**src/rtl/uart_rx_pkg.sv**
```systemverilog
// UART receive front end: shared types and constants.
// Frame states, prescale limits and majority sample offsets.
package uart_rx_pkg;

  typedef enum logic [2:0] {
    IDLE,
    START,
    DATA,
    PARITY,
    STOP,
    DONE
  } state_e;

  localparam int PRESCALE_MIN = 8;
  localparam int PRESCALE_MAX = 32;
  localparam int DATA_WIDTH   = 8;

  localparam int SAMPLE_OFS_EARLY = -1;
  localparam int SAMPLE_OFS_MID   = 0;
  localparam int SAMPLE_OFS_LATE  = 1;

  function automatic logic prescale_ok(int p);
    return (p >= PRESCALE_MIN) &&
           (p <= PRESCALE_MAX) &&
           (p % 2 == 0);
  endfunction

endpackage

```
**src/rtl/uart_rx_frame_ctrl_if.sv**
```systemverilog
// Link between the UART receive controller and the Rx parity checker.
// The controller is master; the checker returns a registered error flag.
interface uart_rx_frame_ctrl_if;

  logic [uart_rx_pkg::DATA_WIDTH-1:0] data_out;
  logic                               parity_bit_out;
  logic                               par_chk_en;
  logic                               parity_error;

  modport master (
    output data_out,
    output parity_bit_out,
    output par_chk_en,
    input  parity_error
  );

  modport slave (
    input  data_out,
    input  parity_bit_out,
    input  par_chk_en,
    output parity_error
  );

endinterface

```
**src/rtl/uart_rx_data_sampler.sv**
```systemverilog
// Three-point majority sampler centred on the middle of each bit.
// The late sample is taken live, so the vote resolves at P/2+1.
module uart_rx_data_sampler #(
  parameter int PRESCALE_WIDTH = 6
) (
  input  logic                      clock,
  input  logic                      reset,
  input  logic                      active,
  input  logic [PRESCALE_WIDTH-1:0] edge_cnt,
  input  logic [PRESCALE_WIDTH-1:0] prescale,
  input  logic                      rx_s,
  output logic                      sampled_bit,
  output logic                      sample_done
);
  import uart_rx_pkg::*;

  localparam int PW = PRESCALE_WIDTH;

  logic [1:0]    samp_q;
  logic [PW-1:0] half;
  logic [PW-1:0] pt_early;
  logic [PW-1:0] pt_mid;
  logic [PW-1:0] pt_late;

  assign half     = prescale >> 1;
  assign pt_early = PW'(int'(half) + SAMPLE_OFS_EARLY);
  assign pt_mid   = PW'(int'(half) + SAMPLE_OFS_MID);
  assign pt_late  = PW'(int'(half) + SAMPLE_OFS_LATE);

  always_ff @(posedge clock or negedge reset) begin
    if (!reset) begin
      samp_q <= '0;
    end else if (active) begin
      if (edge_cnt == pt_early) samp_q[0] <= rx_s;
      if (edge_cnt == pt_mid)   samp_q[1] <= rx_s;
    end
  end

  assign sample_done = active && (edge_cnt == pt_late);

  assign sampled_bit = (samp_q[0] & samp_q[1]) |
                       (samp_q[0] & rx_s)      |
                       (samp_q[1] & rx_s);

endmodule

```
**src/rtl/uart_rx_frame_ctrl.sv**
```systemverilog
// UART receive frame controller: start qualification, bit timing,
// LSB-first deserialisation and frame status strobes.
module uart_rx_frame_ctrl #(
  parameter int PRESCALE_WIDTH = 6,
  parameter int DATA_WIDTH     = 8
) (
  input  logic                      clock,
  input  logic                      reset,
  input  logic                      rx_in,
  input  logic [PRESCALE_WIDTH-1:0] prescale,
  input  logic                      parity_enable,
  uart_rx_frame_ctrl_if.master      chk,
  output logic                      data_valid,
  output logic                      stop_error,
  output logic                      start_glitch,
  output logic                      busy
);
  import uart_rx_pkg::*;

  localparam int PW = PRESCALE_WIDTH;
  localparam int BW = $clog2(DATA_WIDTH);

  logic [1:0] sync_q;
  logic       rx_s;

  always_ff @(posedge clock or negedge reset) begin
    if (!reset) sync_q <= 2'b11;
    else        sync_q <= {sync_q[0], rx_in};
  end

  assign rx_s = sync_q[1];

  state_e                state_q, state_d;
  logic [PW-1:0]         edge_q, edge_d, edge_inc;
  logic [PW-1:0]         presc_q;
  logic [BW-1:0]         bit_q, bit_d;
  logic [DATA_WIDTH-1:0] shreg_q, shreg_d;
  logic                  par_q, par_d;
  logic                  stop_bad_q, stop_bad_d;
  logic                  par_en_q;
  logic                  latch;
  logic                  wrap;
  logic                  chk_en;
  logic                  active;
  logic                  sampled_bit;
  logic                  sample_done;

  assign wrap     = (edge_q == presc_q - PW'(1));
  assign edge_inc = wrap ? '0 : edge_q + PW'(1);
  assign active   = (state_q == START)  ||
                    (state_q == DATA)   ||
                    (state_q == PARITY) ||
                    (state_q == STOP);

  uart_rx_data_sampler #(
    .PRESCALE_WIDTH(PW)
  ) u_sampler (
    .clock      (clock),
    .reset      (reset),
    .active     (active),
    .edge_cnt   (edge_q),
    .prescale   (presc_q),
    .rx_s       (rx_s),
    .sampled_bit(sampled_bit),
    .sample_done(sample_done)
  );

  always_comb begin
    state_d      = state_q;
    edge_d       = edge_q;
    bit_d        = bit_q;
    shreg_d      = shreg_q;
    par_d        = par_q;
    stop_bad_d   = stop_bad_q;
    latch        = 1'b0;
    chk_en       = 1'b0;
    start_glitch = 1'b0;
    data_valid   = 1'b0;
    stop_error   = 1'b0;
    unique case (state_q)
      IDLE: begin
        edge_d = '0;
        bit_d  = '0;
        if (!rx_s) begin
          latch   = 1'b1;
          state_d = START;
        end
      end
      START: begin
        edge_d = edge_inc;
        if (sample_done && sampled_bit) begin
          start_glitch = 1'b1;
          state_d      = IDLE;
        end else if (wrap) begin
          state_d = DATA;
        end
      end
      DATA: begin
        edge_d = edge_inc;
        if (sample_done)
          shreg_d = {sampled_bit, shreg_q[DATA_WIDTH-1:1]};
        if (wrap) begin
          bit_d = bit_q + BW'(1);
          if (bit_q == BW'(DATA_WIDTH - 1))
            state_d = par_en_q ? PARITY : STOP;
        end
      end
      PARITY: begin
        edge_d = edge_inc;
        if (sample_done) par_d = sampled_bit;
        if (wrap) begin
          chk_en  = 1'b1;
          state_d = STOP;
        end
      end
      STOP: begin
        edge_d = edge_inc;
        if (sample_done) begin
          stop_bad_d = !sampled_bit;
          state_d    = DONE;
        end
      end
      DONE: begin
        edge_d     = '0;
        stop_error = stop_bad_q;
        data_valid = !stop_bad_q &&
                     !(par_en_q && chk.parity_error);
        state_d    = IDLE;
      end
      default: state_d = IDLE;
    endcase
  end

  always_ff @(posedge clock or negedge reset) begin
    if (!reset) begin
      state_q    <= IDLE;
      edge_q     <= '0;
      bit_q      <= '0;
      shreg_q    <= '0;
      par_q      <= 1'b0;
      stop_bad_q <= 1'b0;
      presc_q    <= '0;
      par_en_q   <= 1'b0;
    end else begin
      state_q    <= state_d;
      edge_q     <= edge_d;
      bit_q      <= bit_d;
      shreg_q    <= shreg_d;
      par_q      <= par_d;
      stop_bad_q <= stop_bad_d;
      if (latch) begin
        presc_q  <= prescale;
        par_en_q <= parity_enable;
      end
    end
  end

  assign chk.data_out       = shreg_q;
  assign chk.parity_bit_out = par_q;
  assign chk.par_chk_en     = chk_en;
  assign busy               = (state_q != IDLE);

  // Prescale is only meaningful at the moment it is captured.
  a_prescale_legal: assert property (
    @(posedge clock) disable iff (!reset)
    latch |-> prescale_ok(int'(prescale))
  );

endmodule

```
**src/flat_wrapper.sv**
```systemverilog
// flat-port wrapper written by rule: the top's interface ports become plain ports
module uart_rx_frame_ctrl_flat import uart_rx_pkg::*;
#(
  parameter int PRESCALE_WIDTH = 6,
  parameter int DATA_WIDTH     = 8
)
  (clock, reset, rx_in, prescale, parity_enable, data_valid, stop_error, start_glitch, busy, chk_data_out, chk_parity_bit_out, chk_par_chk_en, chk_parity_error);
  uart_rx_frame_ctrl_if chk_i ();
  input  logic clock;
  input  logic reset;
  input  logic rx_in;
  input  logic [PRESCALE_WIDTH-1:0] prescale;
  input  logic parity_enable;
  output logic data_valid;
  output logic stop_error;
  output logic start_glitch;
  output logic busy;
  output wire logic [$bits(chk_i.data_out)-1:0] chk_data_out;
  output wire logic [$bits(chk_i.parity_bit_out)-1:0] chk_parity_bit_out;
  output wire logic [$bits(chk_i.par_chk_en)-1:0] chk_par_chk_en;
  input wire logic [$bits(chk_i.parity_error)-1:0] chk_parity_error;
  assign chk_data_out = chk_i.data_out;
  assign chk_parity_bit_out = chk_i.parity_bit_out;
  assign chk_par_chk_en = chk_i.par_chk_en;
  assign chk_i.parity_error = chk_parity_error;
  uart_rx_frame_ctrl #(.PRESCALE_WIDTH(PRESCALE_WIDTH), .DATA_WIDTH(DATA_WIDTH)) u_core (.clock(clock), .reset(reset), .rx_in(rx_in), .prescale(prescale), .parity_enable(parity_enable), .chk(chk_i), .data_valid(data_valid), .stop_error(stop_error), .start_glitch(start_glitch), .busy(busy));
endmodule
```
**config.mk**
```make
export PLATFORM = sky130hd
export DESIGN_NAME = uart_rx_frame_ctrl_flat
export DESIGN_NICKNAME = d
export VERILOG_FILES = /design/src/rtl/uart_rx_pkg.sv /design/src/rtl/uart_rx_frame_ctrl_if.sv /design/src/rtl/uart_rx_data_sampler.sv /design/src/rtl/uart_rx_frame_ctrl.sv /design/src/flat_wrapper.sv
export SDC_FILE = /design/constraint.sdc
export NUM_CORES = 1
export LEC_CHECK = 0
export BUFFER_PORTS_ARGS = -buffer_cell sky130_fd_sc_hd__buf_2
export CAP_MARGIN = 20
export CORE_MARGIN = 10
export CORE_UTILIZATION = 55
export DETAILED_ROUTE_END_ITERATION = 8
export GPL_TIMING_DRIVEN = 0
export PLACE_DENSITY = 0.76
export SETUP_SLACK_MARGIN = 0.02
export SKIP_LAST_GASP = 1
export SYNTH_ARGS = -nofsm -noshare
export SYNTH_HDL_FRONTEND = slang
export SYNTH_SLANG_ARGS = --single-unit
export TNS_END_PERCENT = 30
```
**constraint.sdc**
```tcl
create_clock -name clock -period 6.2 [get_ports clock]
set_input_delay 1.24 -clock clock [delete_from_list [all_inputs] [get_ports clock]]
set_output_delay 1.24 -clock clock [all_outputs]
set_load 0.1 [all_outputs]
```
Word-level counts from Yosys, hierarchy flattened. Index checks and enable logic that the tools add are counted.

$add $sub $neg: 5. Eq/ne operators: 16. Muxes and demuxes: 21. Bitwise gates (word level): 5. Reductions and logical operators: 23.

Operators by type and width (number): 3-bit 2-to-1 mux (9); 6-bit == test (3); 3-bit one-hot mux with 5 select lines (1); 6-bit by 1-bit adder with 6-bit output (second input constant) (2); 6-bit one-hot mux with 2 select lines (1); 2-bit AND reduction (6); 3-bit == test (second input constant) (3); 1-bit 2-to-1 mux (8); 5-bit by 1-bit adder with 6-bit output (second input constant) (1); 3-bit by 2-bit == test with 1-bit output (second input constant) (2); 6-bit by 5-bit == test with 1-bit output (1); 6-bit 2-to-1 mux (1); 2-bit by 1-bit inequality test with 1-bit output (second input constant) (3); 3-bit one-hot mux with 2 select lines (1); 6-bit AND reduction (1); 6-bit by 1-bit subtractor with 6-bit output (second input constant) (1); 1-bit logical AND (4); 2-bit inequality test (second input constant) (2); 2-bit nonzero test (2); 4-bit OR reduction (1); 3-bit by 1-bit adder with 3-bit output (second input constant) (1); 1-bit AND (3); 3-bit by 1-bit == test with 1-bit output (second input constant) (1); 1-bit logical NOT (3); other kinds (6) (9).

Bits in registers: 33. Output and inout port bits: 14. Logic and storage cells: 81.

Longest topological paths before layout.
Word-level depth: 8. Gate-level depth with buffers: 9. Mapped depth without buffers: 8.

Hierarchy. A second synthesis with hierarchy kept.

Cell total of the unflattened synthesis: 221. Area, all modules: 2192.1 um^2.

By module, submodules not included: uart_rx_frame_ctrl (instances 1, cells an instance 173, area an instance 1775.5 um^2); uart_rx_data_sampler (instances 1, cells an instance 48, area an instance 416.6 um^2).

Worst setup path before layout. Ideal clock, no wire load.

Path kind: reg2out. Start: reg u_core.state_q[1]. End: out start_glitch. Arrival time: 3.452 ns. Required time: 4.960 ns. Slack: 1.508 ns. Stages on the path, launching flop included: 6. Buffers on the path: 0. Cells stage by stage: dfrtp_1 or3_1 nand3_1 or2_0 nor4b_1 nor2b_1.

Word-level cells in the longest chain between the ends: 8. Elaborated cells on any way between the ends: 11.

RTL lines: start, declared (RTL line uart_rx_frame_ctrl.sv:33) `state_e state_q, state_d;`; start signal, assigned (RTL line uart_rx_frame_ctrl.sv:145) `state_q <= state_d;`; 3-bit by 1-bit == test with 1-bit output / 3-bit by 2-bit == test with 1-bit output (equally long branches) (RTL line uart_rx_frame_ctrl.sv:50, uart_rx_frame_ctrl.sv:80, uart_rx_frame_ctrl.sv:51); 1-bit logical OR (RTL line uart_rx_frame_ctrl.sv:50) `assign active = (state_q == START) ||`; 1-bit logical OR (RTL line uart_rx_frame_ctrl.sv:51) `(state_q == DATA) ||`; 1-bit logical OR (RTL line uart_rx_frame_ctrl.sv:52) `(state_q == PARITY) ||`; 1-bit logical AND (RTL line uart_rx_data_sampler.sv:39) `assign sample_done = active && (edge_cnt == pt_late);`; 1-bit logical AND (RTL line uart_rx_frame_ctrl.sv:91) `if (sample_done && sampled_bit) begin`; 1-bit 2-to-1 mux (RTL line uart_rx_frame_ctrl.sv:91); 1-bit 2-to-1 mux * (RTL line uart_rx_frame_ctrl.sv:80) `unique case (state_q)`; end, declared (RTL line flat_wrapper.sv:16) `output logic start_glitch;`.

Mark *: on every way between the ends. The rest lies on a longest branch, timed or not.

Final worst setup path.
Start: reg u_core.presc_q[2]. End: out start_glitch.

Word-level cells in the longest chain between the ends: 6.

RTL lines: start, declared (RTL line uart_rx_frame_ctrl.sv:35) `logic [PW-1:0] presc_q;`; start signal, assigned (RTL line uart_rx_frame_ctrl.sv:152) `presc_q <= prescale;`; 5-bit by 1-bit adder with 6-bit output (RTL line uart_rx_data_sampler.sv:28) `assign pt_late = PW'(int'(half) + SAMPLE_OFS_LATE);`; 6-bit == test (RTL line uart_rx_data_sampler.sv:39); 1-bit logical AND (RTL line uart_rx_data_sampler.sv:39); 1-bit logical AND (RTL line uart_rx_frame_ctrl.sv:91); 1-bit 2-to-1 mux (RTL line uart_rx_frame_ctrl.sv:91); 1-bit 2-to-1 mux (RTL line uart_rx_frame_ctrl.sv:80).

No other way between the ends.

==> summary.md <==
| Metric | Value |
|---|---|
| Status | finished, final reports clean |
| DIE AREA | 6900 um2 |
| DRC Markers | 0 |
| Fin crit share | 0.684 |
| Final setup fails | 0 |
| Number of enable flip-flop cells after synthesis | 0 |
| Seq pwr share | 0.264 |
| Final ANT Viol Nets | 0 |
| Top_reg_cell synth | dfrtp_1 |
| Final clock skew | 0.00304 ns |
| Reg2reg end | u_core.chk.data_out[7] |
| Placed Area | 2370 um2 |
| N_diodes | 0 |
| Largest family of logic cells by synthesized area | simple AND/OR/NAND/NOR gates |
| Crit-path cells | inv_1 -> ha_1 -> xnor2_1 -> o21ai_0 -> or2_0 -> nor4b_1 -> nor2b_1 -> buf_2 |
| Asr flop ratio synth | 1.00 |
| Cells after Synth | 219 |
| Nature of the critical path startpoint | register |
| Hold endpoint | u_core.sync_q[1] |
| Area growth, synth to finish | 12.2% |
| Post-Synth Simple-Gate Area | 0.187 |
| Drt total wl | 4990 um |
| Pin count of the biggest net entering global routing | 34 |
| NumNets Final | 268 |
| CP required | 4.96 ns |
| Max-capacitance violation count | 0 |
| Via count | 1759 |
| Clock sinks | 33 |
| Switching power share of the total | 0.492 |
| Internal | 657 uW |
| Reported net switching power | 637 uW |
| Post-CTS Setup Repair Bufs | 0 |
| Synth cell types | 58 |
| Post-place setup slack | 2.30 ns |
| Clk pwr share | 0.125 |
| WL per Instance | 16.7 um |
| Final Critical Period | 4.24 ns |
| Post-Syn Area | 2190 um2 |
| Top-count cell post-synth | dfrtp_1 |
| Num rows | 22 |
| Synth top cells by count | dfrtp_1 (31), nand2_1 (17), inv_1 (14) |
| Synth Warn # | 0 |
| Syn nets | 237 |
| Hold Buf Count CTS | 0 |
| TritonRoute pass-1 iters | 4 |
| Top cells by area, synth | dfrtp_1 (35%), mux2_4 (5.5%), mux2_2 (4.1%) |
| Max Clock Freq | 236 MHz |
| Reg clk slew, reported paths | 0.07 ns |
| Worst min path class | register to register |
| Final hold vios | 0 |
| R2R cell count | 9 |
| Largest fanout on the critical path | 7 |
| Reg2reg setup slack | 3.46 ns |
| Setup TNS | 0 ns |
| GRT met3 Usage | 0.0410 |
| Inserted Clock Buffers | 5 |
| I/O pin cnt | 25 |
| Syn_area_per_cell | 10.0 um2 |
| R2r startpoint | u_core.presc_q[2] |
| XOR/XNOR share of the synthesized area | 0.0714 |
| CP bufs+invs | 2 |
| Kind of critical path | register to primary output |
| Most Crowded Layer GR | met2 |
| Post-route insts no fill | 299 |
| Layout cells sized above 1 | 0.275 |
| Slowest stage cell, crit path | dfrtp_1 |
| Max-slew violations | 0 |
| Logic pwr share | 0.611 |
| Initial Util | 0.585 |
| Pleak | 0.00114 uW |
| Antenna violations before repair | 0 |
| Complex-gate fraction of the synthesized area | 0.147 |
| Worst setup margin | 1.96 ns |
| Synth Register Bits | 33 |
| CP arrival | 3.00 ns |
| Global-route usage over all layers | 0.145 |
| Deepest clock path buffer count | 2 |
| Detail-routed via count per cell | 5.88 |
| Cell family with most CP delay | simple AND/OR/NAND/NOR gates |
| Worst VDD drop | 0.221 mV |
| Unrepaired setup endpoints after global routing | no |
| Placed Cells | 291 |
| PD cells | 527 nW/um2 |
| Slew HR | 0.501 |
| IO Port Bufs | 24 |
| Slew @ Worst Pin | 0.749 ns |
| Core box area | 3740 um2 |
| HP Start | u_core.sync_q[0] |
| Grt met2 use | 0.251 |
| Synth top area share | 0.354 |
| Max incr delay on CP | 0.51 ns |
| CTS tree | built |
| Design Area, Final | 2460 um2 |
| Grt met1 use | 0.171 |
| CTS Root Cell | clkbuf_8 |
| First-pass GRT wire length | 8620 um |
| Iteration-0 DRC Markers | 99 |
| Die Height | 83.1 um |
| Final HPWL DP | 3670 um |
| Placer Congestion | 0.878 |
| Adder-cell share of the synthesized area | 0.0446 |
| GR Overflow Total | 0 |
| Die span in x | 83.1 um |
| Mux contribution to synthesized area | 0.110 |
| Cts repair resizes | 0 |
| Worst skew pair latency | 0.28 ns |
| Hold path cells | 0 |
| Worst Setup End Kind | primary output |
| Yosys top cell by area | dfrtp_1 |
| Vias in the first global route | 1847 |
| Register area share after synthesis | 0.378 |
| H-tree depth | 2 |
how the worst max path moves through the flow:
stage / start / to / slack, ns / cells after the start
global placement: u_core.presc_q[2] / start_glitch / 2.27 / 8
finish: u_core.presc_q[2] / start_glitch / 1.96 / 8
detailed placement: u_core.presc_q[2] / start_glitch / 2.30 / 8
floorplan: u_core.state_q[1] / start_glitch / 1.51 / 5
CTS: u_core.presc_q[2] / start_glitch / 1.94 / 8
global route: u_core.presc_q[2] / chk_par_chk_en / 1.73 / 8
cell usage in the layout, fill, tap and decap left out, drive strengths merged, types with 4 or more instances in the layout:
| cell type | instances |
|---|---|
| a21oi | 8 |
| a22o | 6 |
| and3 | 8 |
| buf | 34 |
| clkbuf | 8 |
| dfrtp | 31 |
| ha | 7 |
| inv | 14 |
| mux2 | 16 |
| nand2 | 17 |
| nand2b | 6 |
| nand3 | 5 |
| nor2 | 10 |
| nor3 | 4 |
| o21ai | 9 |
| xnor2 | 10 |
| xor2 | 7 |
power groups by stage:
stage          logic [uW]  registers [uW]  clock network (uW)
2_1_floorplan         600             369                   0
3_3_place_gp          758             342                   0
3_5_place_dp          780             344                   0
4_1_cts               789             340                 163
5_1_grt               867             350                 176
6_report              791             342                 161
final cells by class:
cell class	count	area, um2
Timing Repair Buffer	24	120
Sequential cell	33	828
Multi-Input combinational cell	159	1230
Fill cell	318	1290
Tap cell	48	60.1
Inverter	14	52.6
Buffer	13	81.3
Clock inverter	3	17.5
Clock buffer	5	68.8
cells by family after synthesis:
kind of cell             Yosys count
XOR/XNOR                          17
AO/OA/AOI/OAI                     45
AND/OR/NAND/NOR                   70
multiplexers                      19
adder cells (fa/ha/maj)            8
flip-flops                        33
buffers and inverters             27
registers in the layout, indices dropped and copies added, names as in the netlist:
name	flops
u_core.stop_bad_q	1
u_core.state_q	3
u_core.bit_q	3
u_core.edge_q	6
u_core.sync_q	2
u_core.chk.data_out	8
u_core.par_en_q	1
u_core.presc_q	6
u_core.u_sampler.samp_q	2
u_core.chk.parity_bit_out	1
per-stage QoR:
step / util / hold WS [ns] / total power, uW
CTS: 0.656 / 0.365 / 1290
floorplan: - / 0.345 / 970
detailed placement: 0.633 / 0.354 / 1120
finish: 0.656 / 0.363 / 1290
global route: 0.656 / 0.368 / 1390
global placement: 0.633 / 0.346 / 1100
per-layer routing:
layer  vias up  wire length, um
met5         -                0
met4         0               69
met3        11              286
met2        59             2500
met1       848             2140
li1        841                -
Power figures use the tool's default switching activity.
